===== src/rtl/add_slice_sched_pkg.sv =====
// Shared constants and types for the shared 8-bit adder slice scheduler.
//  SLICE_W   : slice width (only 8 is supported)
//  WIDE_W    : width of a wide (two-pass) operation
//  ID_W      : requester index width
//  ST_*      : 2-bit FSM state encodings
//  req_op_t  : captured operation payload (A, B', sub, wide)
package add_slice_sched_pkg;

  localparam int unsigned SLICE_W = 8;
  localparam int unsigned WIDE_W  = 2 * SLICE_W;
  localparam int unsigned ID_W    = 1;
  localparam int unsigned NUM_REQ = 2;
  localparam int unsigned STATE_W = 2;

  localparam logic [STATE_W-1:0] ST_IDLE = 2'd0;
  localparam logic [STATE_W-1:0] ST_LO   = 2'd1;
  localparam logic [STATE_W-1:0] ST_HI   = 2'd2;
  localparam logic [STATE_W-1:0] ST_DONE = 2'd3;

  typedef struct packed {
    logic [WIDE_W-1:0] a;
    logic [WIDE_W-1:0] b_eff;
    logic              sub;
    logic              wide;
  } req_op_t;

  // Subtraction is A + ~B + 1; the +1 enters as the low-slice carry-in.
  function automatic logic [WIDE_W-1:0] b_operand(input logic [WIDE_W-1:0] b,
                                                  input logic              sub);
    return sub ? ~b : b;
  endfunction

endpackage


===== src/rtl/add_slice_sched_add8_cin.sv =====
// add8_cin: combinational 8-bit adder slice with carry in/out.
//  a, b : slice operands
//  cin  : carry in
//  sum  : slice sum
//  cout : carry out of the slice
module add8_cin
  import add_slice_sched_pkg::*;
(
  input  logic [SLICE_W-1:0] a,
  input  logic [SLICE_W-1:0] b,
  input  logic               cin,
  output logic [SLICE_W-1:0] sum,
  output logic               cout
);

  logic [SLICE_W:0] full;

  assign full = (SLICE_W+1)'(a) + (SLICE_W+1)'(b) + (SLICE_W+1)'(cin);
  assign sum  = full[SLICE_W-1:0];
  assign cout = full[SLICE_W];

endmodule


===== src/rtl/add_slice_sched.sv =====
// add_slice_sched: shares one 8-bit adder slice between two requesters.
// Round-robin arbitration in IDLE, then one slice pass (narrow) or two passes
// (wide, low byte first with carry chained) and a registered response.
//  clk, rst_n          : clock, async active-low reset
//  req_valid/req_ready : per-requester handshake (req_ready combinational)
//  req{0,1}_A/_B       : 16-bit operands
//  req{0,1}_sub/_wide  : subtract select, 16-bit select
//  resp_valid/ready    : result handshake
//  resp_id, resp_sum, resp_cout, resp_pos_ovfl, resp_neg_ovfl, resp_ovfl : result
//  busy                : FSM not in IDLE
module add_slice_sched
  import add_slice_sched_pkg::*;
(
  input  logic                clk,
  input  logic                rst_n,
  input  logic [NUM_REQ-1:0]  req_valid,
  output logic [NUM_REQ-1:0]  req_ready,
  input  logic [WIDE_W-1:0]   req0_A,
  input  logic [WIDE_W-1:0]   req0_B,
  input  logic                req0_sub,
  input  logic                req0_wide,
  input  logic [WIDE_W-1:0]   req1_A,
  input  logic [WIDE_W-1:0]   req1_B,
  input  logic                req1_sub,
  input  logic                req1_wide,
  output logic                resp_valid,
  input  logic                resp_ready,
  output logic [ID_W-1:0]     resp_id,
  output logic [WIDE_W-1:0]   resp_sum,
  output logic                resp_cout,
  output logic                resp_pos_ovfl,
  output logic                resp_neg_ovfl,
  output logic                resp_ovfl,
  output logic                busy
);

  logic [STATE_W-1:0] state_q;
  logic [STATE_W-1:0] state_d;

  logic [NUM_REQ-1:0] grant_c;
  logic [ID_W-1:0]    grant_id_c;
  logic               accept_c;
  logic [ID_W-1:0]    last_grant_q;

  req_op_t            pick_c;
  req_op_t            op_q;
  logic [ID_W-1:0]    id_q;

  logic [SLICE_W-1:0] sum_lo_q;
  logic               carry_lo_q;

  logic [SLICE_W-1:0] slice_a_c;
  logic [SLICE_W-1:0] slice_b_c;
  logic               slice_cin_c;
  logic [SLICE_W-1:0] slice_sum_c;
  logic               slice_cout_c;
  logic               pos_ovfl_c;
  logic               neg_ovfl_c;

  // Round-robin arbiter: on contention the requester that did not win last time.
  always_comb begin
    grant_c = '0;
    if (req_valid == 2'b11) begin
      grant_c = (last_grant_q == 1'b1) ? 2'b01 : 2'b10;
    end else begin
      grant_c = req_valid;
    end
  end

  assign grant_id_c = ID_W'(grant_c[1]);
  assign req_ready  = (state_q == ST_IDLE) ? grant_c : '0;
  assign accept_c   = |(req_valid & req_ready);

  // Payload of the granted requester, B already conditioned for subtraction.
  always_comb begin
    pick_c = '0;
    if (grant_c[1]) begin
      pick_c.a     = req1_A;
      pick_c.b_eff = b_operand(req1_B, req1_sub);
      pick_c.sub   = req1_sub;
      pick_c.wide  = req1_wide;
    end else begin
      pick_c.a     = req0_A;
      pick_c.b_eff = b_operand(req0_B, req0_sub);
      pick_c.sub   = req0_sub;
      pick_c.wide  = req0_wide;
    end
  end

  // Slice input mux: high byte with chained carry in HI, low byte otherwise.
  always_comb begin
    slice_a_c   = op_q.a[SLICE_W-1:0];
    slice_b_c   = op_q.b_eff[SLICE_W-1:0];
    slice_cin_c = op_q.sub;
    if (state_q == ST_HI) begin
      slice_a_c   = op_q.a[WIDE_W-1:SLICE_W];
      slice_b_c   = op_q.b_eff[WIDE_W-1:SLICE_W];
      slice_cin_c = carry_lo_q;
    end
  end

  add8_cin u_slice (
    .a    (slice_a_c),
    .b    (slice_b_c),
    .cin  (slice_cin_c),
    .sum  (slice_sum_c),
    .cout (slice_cout_c)
  );

  // Signed overflow from the msb of whichever slice pass is the top byte.
  assign pos_ovfl_c = ~slice_a_c[SLICE_W-1] & ~slice_b_c[SLICE_W-1] &  slice_sum_c[SLICE_W-1];
  assign neg_ovfl_c =  slice_a_c[SLICE_W-1] &  slice_b_c[SLICE_W-1] & ~slice_sum_c[SLICE_W-1];

  // FSM state register.
  always_ff @(posedge clk or negedge rst_n) begin
    if (!rst_n) begin
      state_q <= ST_IDLE;
    end else begin
      state_q <= state_d;
    end
  end

  // FSM next state.
  always_comb begin
    state_d = state_q;
    case (state_q)
      ST_IDLE: if (accept_c)   state_d = ST_LO;
      ST_LO:   state_d = op_q.wide ? ST_HI : ST_DONE;
      ST_HI:   state_d = ST_DONE;
      ST_DONE: if (resp_ready) state_d = ST_IDLE;
      default: state_d = ST_IDLE;
    endcase
  end

  // Status outputs registered from the next state.
  always_ff @(posedge clk or negedge rst_n) begin
    if (!rst_n) begin
      busy       <= 1'b0;
      resp_valid <= 1'b0;
    end else begin
      busy       <= (state_d != ST_IDLE);
      resp_valid <= (state_d == ST_DONE);
    end
  end

  // Operand capture and arbitration history.
  always_ff @(posedge clk or negedge rst_n) begin
    if (!rst_n) begin
      op_q         <= '0;
      id_q         <= '0;
      last_grant_q <= ID_W'(1);
    end else if (accept_c) begin
      op_q         <= pick_c;
      id_q         <= grant_id_c;
      last_grant_q <= grant_id_c;
    end
  end

  // Slice results: low pass always, top pass writes the response fields.
  always_ff @(posedge clk or negedge rst_n) begin
    if (!rst_n) begin
      sum_lo_q      <= '0;
      carry_lo_q    <= 1'b0;
      resp_id       <= '0;
      resp_sum      <= '0;
      resp_cout     <= 1'b0;
      resp_pos_ovfl <= 1'b0;
      resp_neg_ovfl <= 1'b0;
      resp_ovfl     <= 1'b0;
    end else begin
      if (state_q == ST_LO) begin
        sum_lo_q   <= slice_sum_c;
        carry_lo_q <= slice_cout_c;
      end
      if ((state_q == ST_LO && !op_q.wide) || state_q == ST_HI) begin
        resp_id       <= id_q;
        resp_cout     <= slice_cout_c;
        resp_pos_ovfl <= pos_ovfl_c;
        resp_neg_ovfl <= neg_ovfl_c;
        resp_ovfl     <= pos_ovfl_c | neg_ovfl_c;
        resp_sum      <= (state_q == ST_HI) ? {slice_sum_c, sum_lo_q}
                                            : {SLICE_W'(0), slice_sum_c};
      end
    end
  end

endmodule


===== config.mk =====
export PLATFORM = sky130hd
export DESIGN_NAME = add_slice_sched
export DESIGN_NICKNAME = d
export VERILOG_FILES = /design/src/rtl/add_slice_sched_pkg.sv /design/src/rtl/add_slice_sched_add8_cin.sv /design/src/rtl/add_slice_sched.sv
export SDC_FILE = /design/constraint.sdc
export NUM_CORES = 1
export LEC_CHECK = 0
export ABC_AREA = 1
export BUFFER_PORTS_ARGS = -buffer_cell sky130_fd_sc_hd__buf_2
export CELL_PAD_IN_SITES_DETAIL_PLACEMENT = 2
export CELL_PAD_IN_SITES_GLOBAL_PLACEMENT = 2
export CORE_MARGIN = 2
export CORE_UTILIZATION = 34
export CTS_BUF_LIST = sky130_fd_sc_hd__clkbuf_2 sky130_fd_sc_hd__clkbuf_4 sky130_fd_sc_hd__clkbuf_8
export DETAILED_ROUTE_END_ITERATION = 10
export MAX_ROUTING_LAYER = met4
export PLACE_DENSITY_LB_ADDON = 0.1
export REMOVE_ABC_BUFFERS = 1
export SETUP_SLACK_MARGIN = 0.02
export SYNTH_ARGS = -nofsm -noshare
export SYNTH_HDL_FRONTEND = slang
export SYNTH_SLANG_ARGS = --single-unit

===== constraint.sdc =====
create_clock -name clk -period 7.57 [get_ports clk]
set_input_delay 1.1355 -clock clk [delete_from_list [all_inputs] [get_ports clk]]
set_output_delay 1.1355 -clock clk [all_outputs]
set_load 0.005 [all_outputs]

**Yosys cells after proc, flatten, opt, wreduce, memory -nomap -nowiden**

Index checks and enable logic that the tools add are counted.

- Flip-flop bits (word level): 70
- Input port bits: 73
- Output and inout port bits: 25
- Word-level logic and storage cells: 55

- Add/sub/neg operators: 2
- Eq/ne operators: 5
- Muxes and demuxes: 14
- Bitwise operators: 11
- Reduce and logical (&&, ||, !) cells: 6

Operator list:

| kind | number |
|---|---|
| 16-bit 2-to-1 mux | 3 |
| 34-bit 2-to-1 mux | 1 |
| 16-bit inverter | 2 |
| 8-bit 2-to-1 mux | 2 |
| 2-bit 2-to-1 mux | 5 |
| 8-bit by 8-bit adder with 9-bit output | 1 |
| 9-bit by 1-bit adder with 9-bit output | 1 |
| 2-bit equality test (second input constant) | 4 |
| 2-bit one-hot mux with 4 select lines | 1 |
| 1-bit bitwise AND | 4 |
| 1-bit inverter | 3 |
| 2-bit bitwise AND | 1 |
| 2-bit by 1-bit equality test with 1-bit output (second input constant) | 1 |
| 2-bit zero test | 1 |
| 1-bit 2-to-1 mux | 2 |
| 2-bit nonzero test | 1 |
| 2-bit OR reduction | 1 |
| 1-bit logical AND | 1 |
| 1-bit zero test | 1 |
| 1-bit logical OR | 1 |
| 1-bit OR | 1 |

**Depth between registers and ports, before layout**

Gate-level depths: netlist (run 1).

- Word-level depth: 8
- Mapped depth: 15
- Mapped depth without buffers: 14

**By module**

From an unflattened synthesis (run 1), not the netlist that was laid out.

- Cells, all modules: 551
- Area total of the unflattened synthesis: 4028.9 sq um

By module, submodules not included:

| module | times used | cells each | area an instance (sq um) | seq. area each (sq um) |
|---|---|---|---|---|
| add_slice_sched | 1 | 492 | 3644.7 | 1752.9 |
| add8_cin | 1 | 59 | 384.1 | 0.0 |

**Worst setup path after synthesis (run 1)**

Ideal clock, no wire load.

- Path type: input port to output port
- Start: input req_valid[0]
- End: output req_ready[0]
- Data arrival time: 1.439 ns
- Data required time: 6.435 ns
- Setup slack: 4.995 ns
- Cell stages on the path: 4
- Buffers on the path: 0
- Cells stage by stage: inv_1 -> nor2_4 -> nand2_4 -> inv_1

- Longest elaborated chain between the ends: 3

RTL lines:

| element | RTL line | RTL |
|---|---|---|
| start, declared | add_slice_sched.sv:16 | `input logic [NUM_REQ-1:0] req_valid,` |
| 2-bit equality test | add_slice_sched.sv:63 | `if (req_valid == 2'b11) begin` |
| 2-bit 2-to-1 mux * | add_slice_sched.sv:63 |  |
| 2-bit 2-to-1 mux * | add_slice_sched.sv:71 | `assign req_ready = (state_q == ST_IDLE) ? grant_c : '0;` |
| end, declared | add_slice_sched.sv:17 | `output logic [NUM_REQ-1:0] req_ready,` |

Every way passes the cells marked *; elsewhere a longest branch is shown, timed or not.

**Final worst setup path (run 1)**

- Start: register state_q[1]
- End: register resp_sum[4]

- Longest elaborated chain between the ends: 5
- Elaborated cells between the ends (all ways): 10

RTL lines:

| element | RTL line | RTL |
|---|---|---|
| start, declared | add_slice_sched.sv:37 | `logic [STATE_W-1:0] state_q;` |
| start signal, assigned | add_slice_sched.sv:119 | `state_q <= state_d;` |
| 2-bit equality test | add_slice_sched.sv:95, add_slice_sched.sv:175, add_slice_sched.sv:181 |  |
| 8-bit 2-to-1 mux | add_slice_sched.sv:95 | `if (state_q == ST_HI) begin` |
| 8-bit by 8-bit adder with 9-bit output | add_slice_sched_add8_cin.sv:18 | `assign full = (SLICE_W+1)'(a) + (SLICE_W+1)'(b) + (SLICE_W+1)'(cin);` |
| 9-bit by 1-bit adder with 9-bit output | add_slice_sched_add8_cin.sv:18 |  |
| 16-bit 2-to-1 mux | add_slice_sched.sv:181 | `resp_sum <= (state_q == ST_HI) ? {slice_sum_c, sum_lo_q}` |
| end signal, assigned | add_slice_sched.sv:181 |  |
| end, declared | add_slice_sched.sv:29 | `output logic [WIDE_W-1:0] resp_sum,` |

Several ways; a longest one is shown, not always the timed one.
A chain may end at the register's enable or synchronous reset.

==> impl_metrics.yaml, run 1 <==
die:
  core_area_sq_um: 11400
  ios: 98
  die-width_um: 112
  die_area_sq_um: 12500
  die_y_um: 112
  rows: 39
  start_util_pct: 34.8
setup_path:
  cp_cell_sequence: "nand2_2 -> clkinv_1 -> nand2_1 -> nand2_1 -> fa_1 -> inv_1 -> fa_1 -> o21ai_0 -> or2_2 -> nand3_1 -> nand3_1"
  r2r-start: "state_q[1]"
  cp-start-kind: "flop"
  worst-endpoint-arrival_ns: 3.78
  cp-end-kind: "flop"
  r2r_slack_ns: 4.03
  max_stage_delay_ns: 0.67
  slowest_stage: "clkinv_1"
  reg2regPathDepth: 11
  crit_type: "reg2reg"
  crit_required_ns: 7.81
  worstPathMaxFanout: 35
  r2r_end: "resp_sum[4]"
yosys:
  synth.cell_area_sq_um: 3960
  netlist_instances: 494
  yosys_warnings: 0
  synth-seq-cells: 70
  synthDistinctLibCells: 33
  syn_avg_cell_area_sq_um: 8.02
  ys_seq_area_share_pct: 44.3
cts:
  clk_latency_ns: 0.36
  cts_buffers: 9
  cts_sinks: 70
  ctsResizeCount: 0
  cts_root_buf: "clkbuf_8"
  ctsHtreeMaxLevel: 3
  cts_buffer_depth: 2
  cts_hold_buf: 0
  cts_tree: "yes"
  cts.clk_slew.worst_paths_ns: 0.08
  cts_setup_buffers: 0
power:
  p_per_area_nw_per_um2: 482
  power_w: 0.00226
  leakagePower_nw: 2.43
  ir_worst_vdd_uv: 206
placed_design:
  gp_congestion: 0.825
  place_ws_ns: 3.97
  portBuffers: 97
  place_area_sq_um: 4490
  hpwl_um: 8280
sta:
  tightest_slew_ns: 0.908
  final.period_utilization_pct: 46.7
  clock_skew_ns: 0.0108
  finalSetupViolCount: 0
  post-route-worst-setup-slack_ns: 4.03
  slew_violations: 0
  fmax_mhz: 283
  relSlewSlack_pct: 39.5
  hold_violations: 0
  fin_tns_setup_ns: 0
  fin_crit_ns: 3.54
  rsz0062_at_grt: "no"
routing:
  drt_iter0_drc: 101
  drt-pass1-iter-count: 4
  wl_per_cell_um: 15.3
  ant_nets: 0
  drc: 0
  routed_wl_um: 11100
  vias: 3568
  viasPerCell: 4.90
run_status:
  status: "completed"
finish:
  layout.nets: 663
  num_antenna_cells: 0
  utilization_pct: 41.3
  syn_to_final_growth_pct: 18.5
  final_cell_area_sq_um: 4690
  drive_above_1_share_pct: 23.1
min_path:
  worst_hold_path.endpoint: "id_q"
  worstHoldStart: "id_q"
  hold_path_class: "reg2reg"
  min_path_cells: 2
global_routing:
  grt-ovfl-total: 0
  antenna_found_initial: 0
  grt_pass1_wl_um: 19100
  grt_pass1_vias: 3937
  grt_usage_pct: 19.5
  grt_max_degree: 71
flow_run:
  max_cap_viol_count: 0
## critical path, delay by kind of cell (launching register included)
kind / cells / cell delay, ns
flip-flops: 1 / 0.44
AO/OA/AOI/OAI: 1 / 0.23
AND/OR/NAND/NOR: 6 / 1.33
buffers and inverters: 2 / 0.75
adder cells (fa/ha/maj): 2 / 0.66
## flip-flops by register name (all words and copies together) (netlist names), 2 cells and up
| name | flops |
|---|---|
| op_q | 34 |
| state_q | 2 |
| sum_lo_q | 8 |
| resp_sum | 16 |
## placed cells by master, fill, tap and decap left out, types with 3 or more instances in the layout
cell and instances:
nor2_4 3, o21ai_0 35, nand3b_1 3, a21oi_1 4, nand2_4 3, nand2_1 173, o21ai_2 5, o21ai_1 5
xnor2_1 16, buf_2 97, nand3_1 24, inv_1 35, ha_1 8, clkbuf_8 10, clkinv_2 3, xor2_1 17
dfrtp_1 69, a31oi_1 18, o211ai_1 10, nor2_1 26
## final cells by class
class | count | area (sq um)
Tap cell | 143 | 179
Multi-Input combinational cell | 361 | 1910
Sequential cell | 70 | 1750
Inverter | 39 | 149
Clock buffer | 10 | 138
Timing Repair Buffer | 99 | 500
Fill cell | 1370 | 6680
Clock inverter | 6 | 61.3
## worst max path at each step
stage | from | end | slack [ns] | cells after the start
3_3_place_gp | state_q[1] | resp_sum[12] | 4.17 | 11
4_1_cts | state_q[1] | resp_sum[4] | 3.92 | 11
6_report | state_q[1] | resp_sum[4] | 4.03 | 11
5_1_grt | state_q[1] | resp_sum[4] | 3.51 | 11
3_5_place_dp | state_q[1] | resp_sum[4] | 3.97 | 11
2_1_floorplan | req_valid[0] | req_ready[1] | 4.73 | 3
## Yosys cell counts (all sizes together)
master | count | area [sq um]
or2 | 3 | 21.3
o21ai | 45 | 244
inv | 38 | 145
dfrtp | 69 | 1730
dfstp | 1 | 26.3
fa | 2 | 40.0
o211ai | 10 | 75.1
nand3b | 3 | 22.5
o22ai | 1 | 6.26
a31oi | 18 | 113
clkinv | 1 | 3.75
nand4 | 2 | 12.5
nand2 | 178 | 709
xor2 | 17 | 149
nor2 | 29 | 131
xnor2 | 16 | 140
ha | 8 | 100
a211oi | 1 | 7.51
nand3 | 24 | 120
clkbuf | 8 | 30.0
a21oi | 4 | 20.0
buf | 16 | 116
## cell families after synthesis
family | count (synthesis) | synth area share (%)
flip-flops | 70 | 44.3
buffers and inverters | 63 | 7.46
adder cells (fa/ha/maj) | 10 | 3.54
AND/OR/NAND/NOR | 239 | 25.7
XOR/XNOR | 33 | 7.30
AO/OA/AOI/OAI | 79 | 11.8
## power by group
group	leakage (nW)	internal, W	switching, W
logic	1.49	0.000445	0.000845
clock network	0.102	0.000160	0.000152
registers	0.838	0.000567	0.0000932
## routing by layer
layer | track usage (%) | wire length, um | vias up
li1 | - | - | 1751
met1 | 23.6 | 4960 | 1731
met2 | 32.9 | 5620 | 74
met3 | 3.59 | 405 | 12
met4 | 6.42 | 148 | 0
met5 | - | 0 | -
## per-stage QoR
step	hold WS, ns	std cells
floorplan	0.442	470
global placement	0.450	712
detailed placement	0.468	712
CTS	0.488	728
global route	0.519	728
finish	0.482	728
(Power assumes the default switching activity.)
==> inputs of run 2 (changes only) <==
--- a/config.mk
+++ b/config.mk
@@ -10,7 +10,7 @@
 export CELL_PAD_IN_SITES_DETAIL_PLACEMENT = 2
 export CELL_PAD_IN_SITES_GLOBAL_PLACEMENT = 2
 export CORE_MARGIN = 2
-export CORE_UTILIZATION = 34
+export CORE_UTILIZATION = 28
 export CTS_BUF_LIST = sky130_fd_sc_hd__clkbuf_2 sky130_fd_sc_hd__clkbuf_4 sky130_fd_sc_hd__clkbuf_8
 export DETAILED_ROUTE_END_ITERATION = 10
 export MAX_ROUTING_LAYER = met4
==> constraint.sdc (replaced) <==
create_clock -name clk -period 2.84 [get_ports clk]
set_input_delay 0.426 -clock clk [delete_from_list [all_inputs] [get_ports clk]]
set_output_delay 0.426 -clock clk [all_outputs]
set_load 0.005 [all_outputs]
==> run 2 against run 1 <==
Compared with the run above:
- register-to-register slack lost 3.7 ns
- design area increased by 3.8%
- hold slack got worse by 0.37 ns
- critical path type unchanged
- critical endpoint unchanged
- largest power group unchanged
- highest routed layer unchanged
==> impl_metrics.yaml, run 2 (synthesized netlist as in run 1, its figures left out) <==
finish:
  mostFrequentLayoutCells: "nand2_1 (173), buf_2 (97), dfrtp_1 (69)"
  utilization_pct: 35.2
  layout.nets: 671
  drive_above_1_share_pct: 24.1
  instances_no_fill: 773
  largest_reg_flops: 34
  top_regs: "op_q x34, resp_sum x16, sum_lo_q x8"
  fillers: 1618
  syn_to_final_growth_pct: 22.9
  layout_commonest_cell: "nand2_1"
  num_antenna_cells: 0
  top_register: "op_q"
global_routing:
  grt_pass1_wl_um: 19000
  grtUsageMet3_pct: 2.81
  grt_usage_pct: 16.6
  gr-usage-met1_pct: 22.0
  antenna_found_initial: 0
  grt_pass1_vias: 3833
  busiest_layer: "met2"
  grtUsageMet2_pct: 26.1
  grt_max_degree: 54
  grt-ovfl-total: 0
sta:
  tightest_slew_ns: 0.873
  fmax_mhz: 395
  relSlewSlack_pct: 41.7
  finalSetupViolCount: 0
  rsz0062_at_grt: "no"
  fin_crit_ns: 2.53
  hold_slack_ns: 0.113
  slew_violations: 0
  final.period_utilization_pct: 89.1
  hold_violations: 0
  clock_skew_ns: 0.0111
  fin_tns_setup_ns: 0
power:
  p_comb_share_pct: 55.2
  p_per_area_nw_per_um2: 1310
  leakagePower_nw: 2.50
  switching_share_pct: 45.8
  p_int_w: 0.00346
  seq_power_share_pct: 27.7
  p_clk_share_pct: 17.2
  p_sw_w: 0.00292
  ir_worst_vdd_uv: 429
placed_design:
  dp_cells: 757
  hpwl_um: 8690
  gp_congestion: 0.777
  portBuffers: 97
die:
  die_y_um: 123
  rows: 43
  start_util_pct: 28.6
  ios: 98
  die_area_sq_um: 15100
  die-width_um: 123
  core_area_sq_um: 13800
setup_path:
  max_stage_delay_ns: 0.45
  r2r_slack_ns: 0.31
  crit_type: "reg2reg"
  cp-end-kind: "flop"
  worstPathMaxFanout: 6
  worst-endpoint-arrival_ns: 2.77
  r2r-start: "state_q[1]"
  crit_required_ns: 3.08
  cp.depth: 12
  r2r_end: "resp_sum[4]"
  crit_family: "simple AND/OR/NAND/NOR gates"
  reg2regPathDepth: 12
  slowest_stage: "dfrtp_1"
  crit_buf_inv: 3
  cp_cell_sequence: "nand2_2 -> clkinv_1 -> nand2_1 -> nand2_1 -> fa_1 -> inv_1 -> fa_1 -> o21ai_0 -> buf_4 -> or2_2 -> nand3_1 -> nand3_1"
  cp-start-kind: "flop"
cts:
  cts_buffer_depth: 2
  cts_setup_buffers: 0
  cts_tree: "yes"
  ctsResizeCount: 0
  cts_hold_buf: 0
  cts_buffers: 9
  cts_root_buf: "clkbuf_8"
  clk_latency_ns: 0.36
  cts.clk_slew.worst_paths_ns: 0.09
  cts_sinks: 70
  ctsHtreeMaxLevel: 3
flow_run:
  max_cap_viol_count: 0
routing:
  vias: 3563
  drt-pass1-iter-count: 4
  viasPerCell: 4.61
  drc: 0
  ant_nets: 0
  routed_wl_um: 11100
  drt_iter0_drc: 141
  wl_per_cell_um: 14.4
run_status:
  status: "completed"
min_path:
  hold_path_class: "in2async"
-- run 2: cell count changes in the layout (fill, tap and decap cells not counted), sizes merged --
cell      delta
bufinv       +3
clkinv       -2
clkinvlp     -1
buf          +8
-- run 2: final cells by class --
| cell class | instances | area [sq um] | area share (%) |
|---|---|---|---|
| flip-flops and latches | 70 | 1750 | 36.0 |
| clock buffers | 10 | 131 | 2.70 |
| multi-input cells | 361 | 1910 | 39.3 |
| clock inverters | 6 | 134 | 2.75 |
| repair buffers | 107 | 564 | 11.6 |
| inverters | 39 | 149 | 3.06 |
| well taps | 180 | 225 | 4.63 |
-- run 2: worst max-delay path by stage --
stage | from | endpoint | slack, ns
2_1_floorplan | state_q[1] | resp_sum[4] | 0.08
3_3_place_gp | state_q[0] | resp_sum[4] | 0.40
3_5_place_dp | state_q[0] | resp_sum[4] | 0.29
4_1_cts | state_q[0] | resp_sum[14] | 0.23
5_1_grt | state_q[0] | resp_sum[14] | 0.03
6_report | state_q[1] | resp_sum[4] | 0.31
-- run 2: power groups by stage --
| stage | sequential (W) | combinational, W | clock (W) |
|---|---|---|---|
| floorplan | 0.00173 | 0.00236 | 0 |
| global placement | 0.00177 | 0.00343 | 0 |
| detailed placement | 0.00179 | 0.00357 | 0 |
| CTS | 0.00177 | 0.00361 | 0.00112 |
| global route | 0.00183 | 0.00413 | 0.00116 |
| finish | 0.00176 | 0.00352 | 0.00109 |
-- run 2: stage by stage --
stage	total power [W]	worst slack [ns]	area [sq um]
after floorplan	0.00409	0.0760	3810
after global placement	0.00521	0.404	4600
after detailed placement	0.00536	0.295	4600
after CTS	0.00651	0.227	4860
after global routing	0.00712	0.0284	4870
final	0.00638	0.311	4870
-- run 2: metal layers --
metal	routed length, um	vias to the layer above	share of wire (%)
met2	5200	65	47
met5	0	-	0
met4	133	0	1.2
met1	5410	1721	49
met3	399	10	3.6
li1	-	1767	-
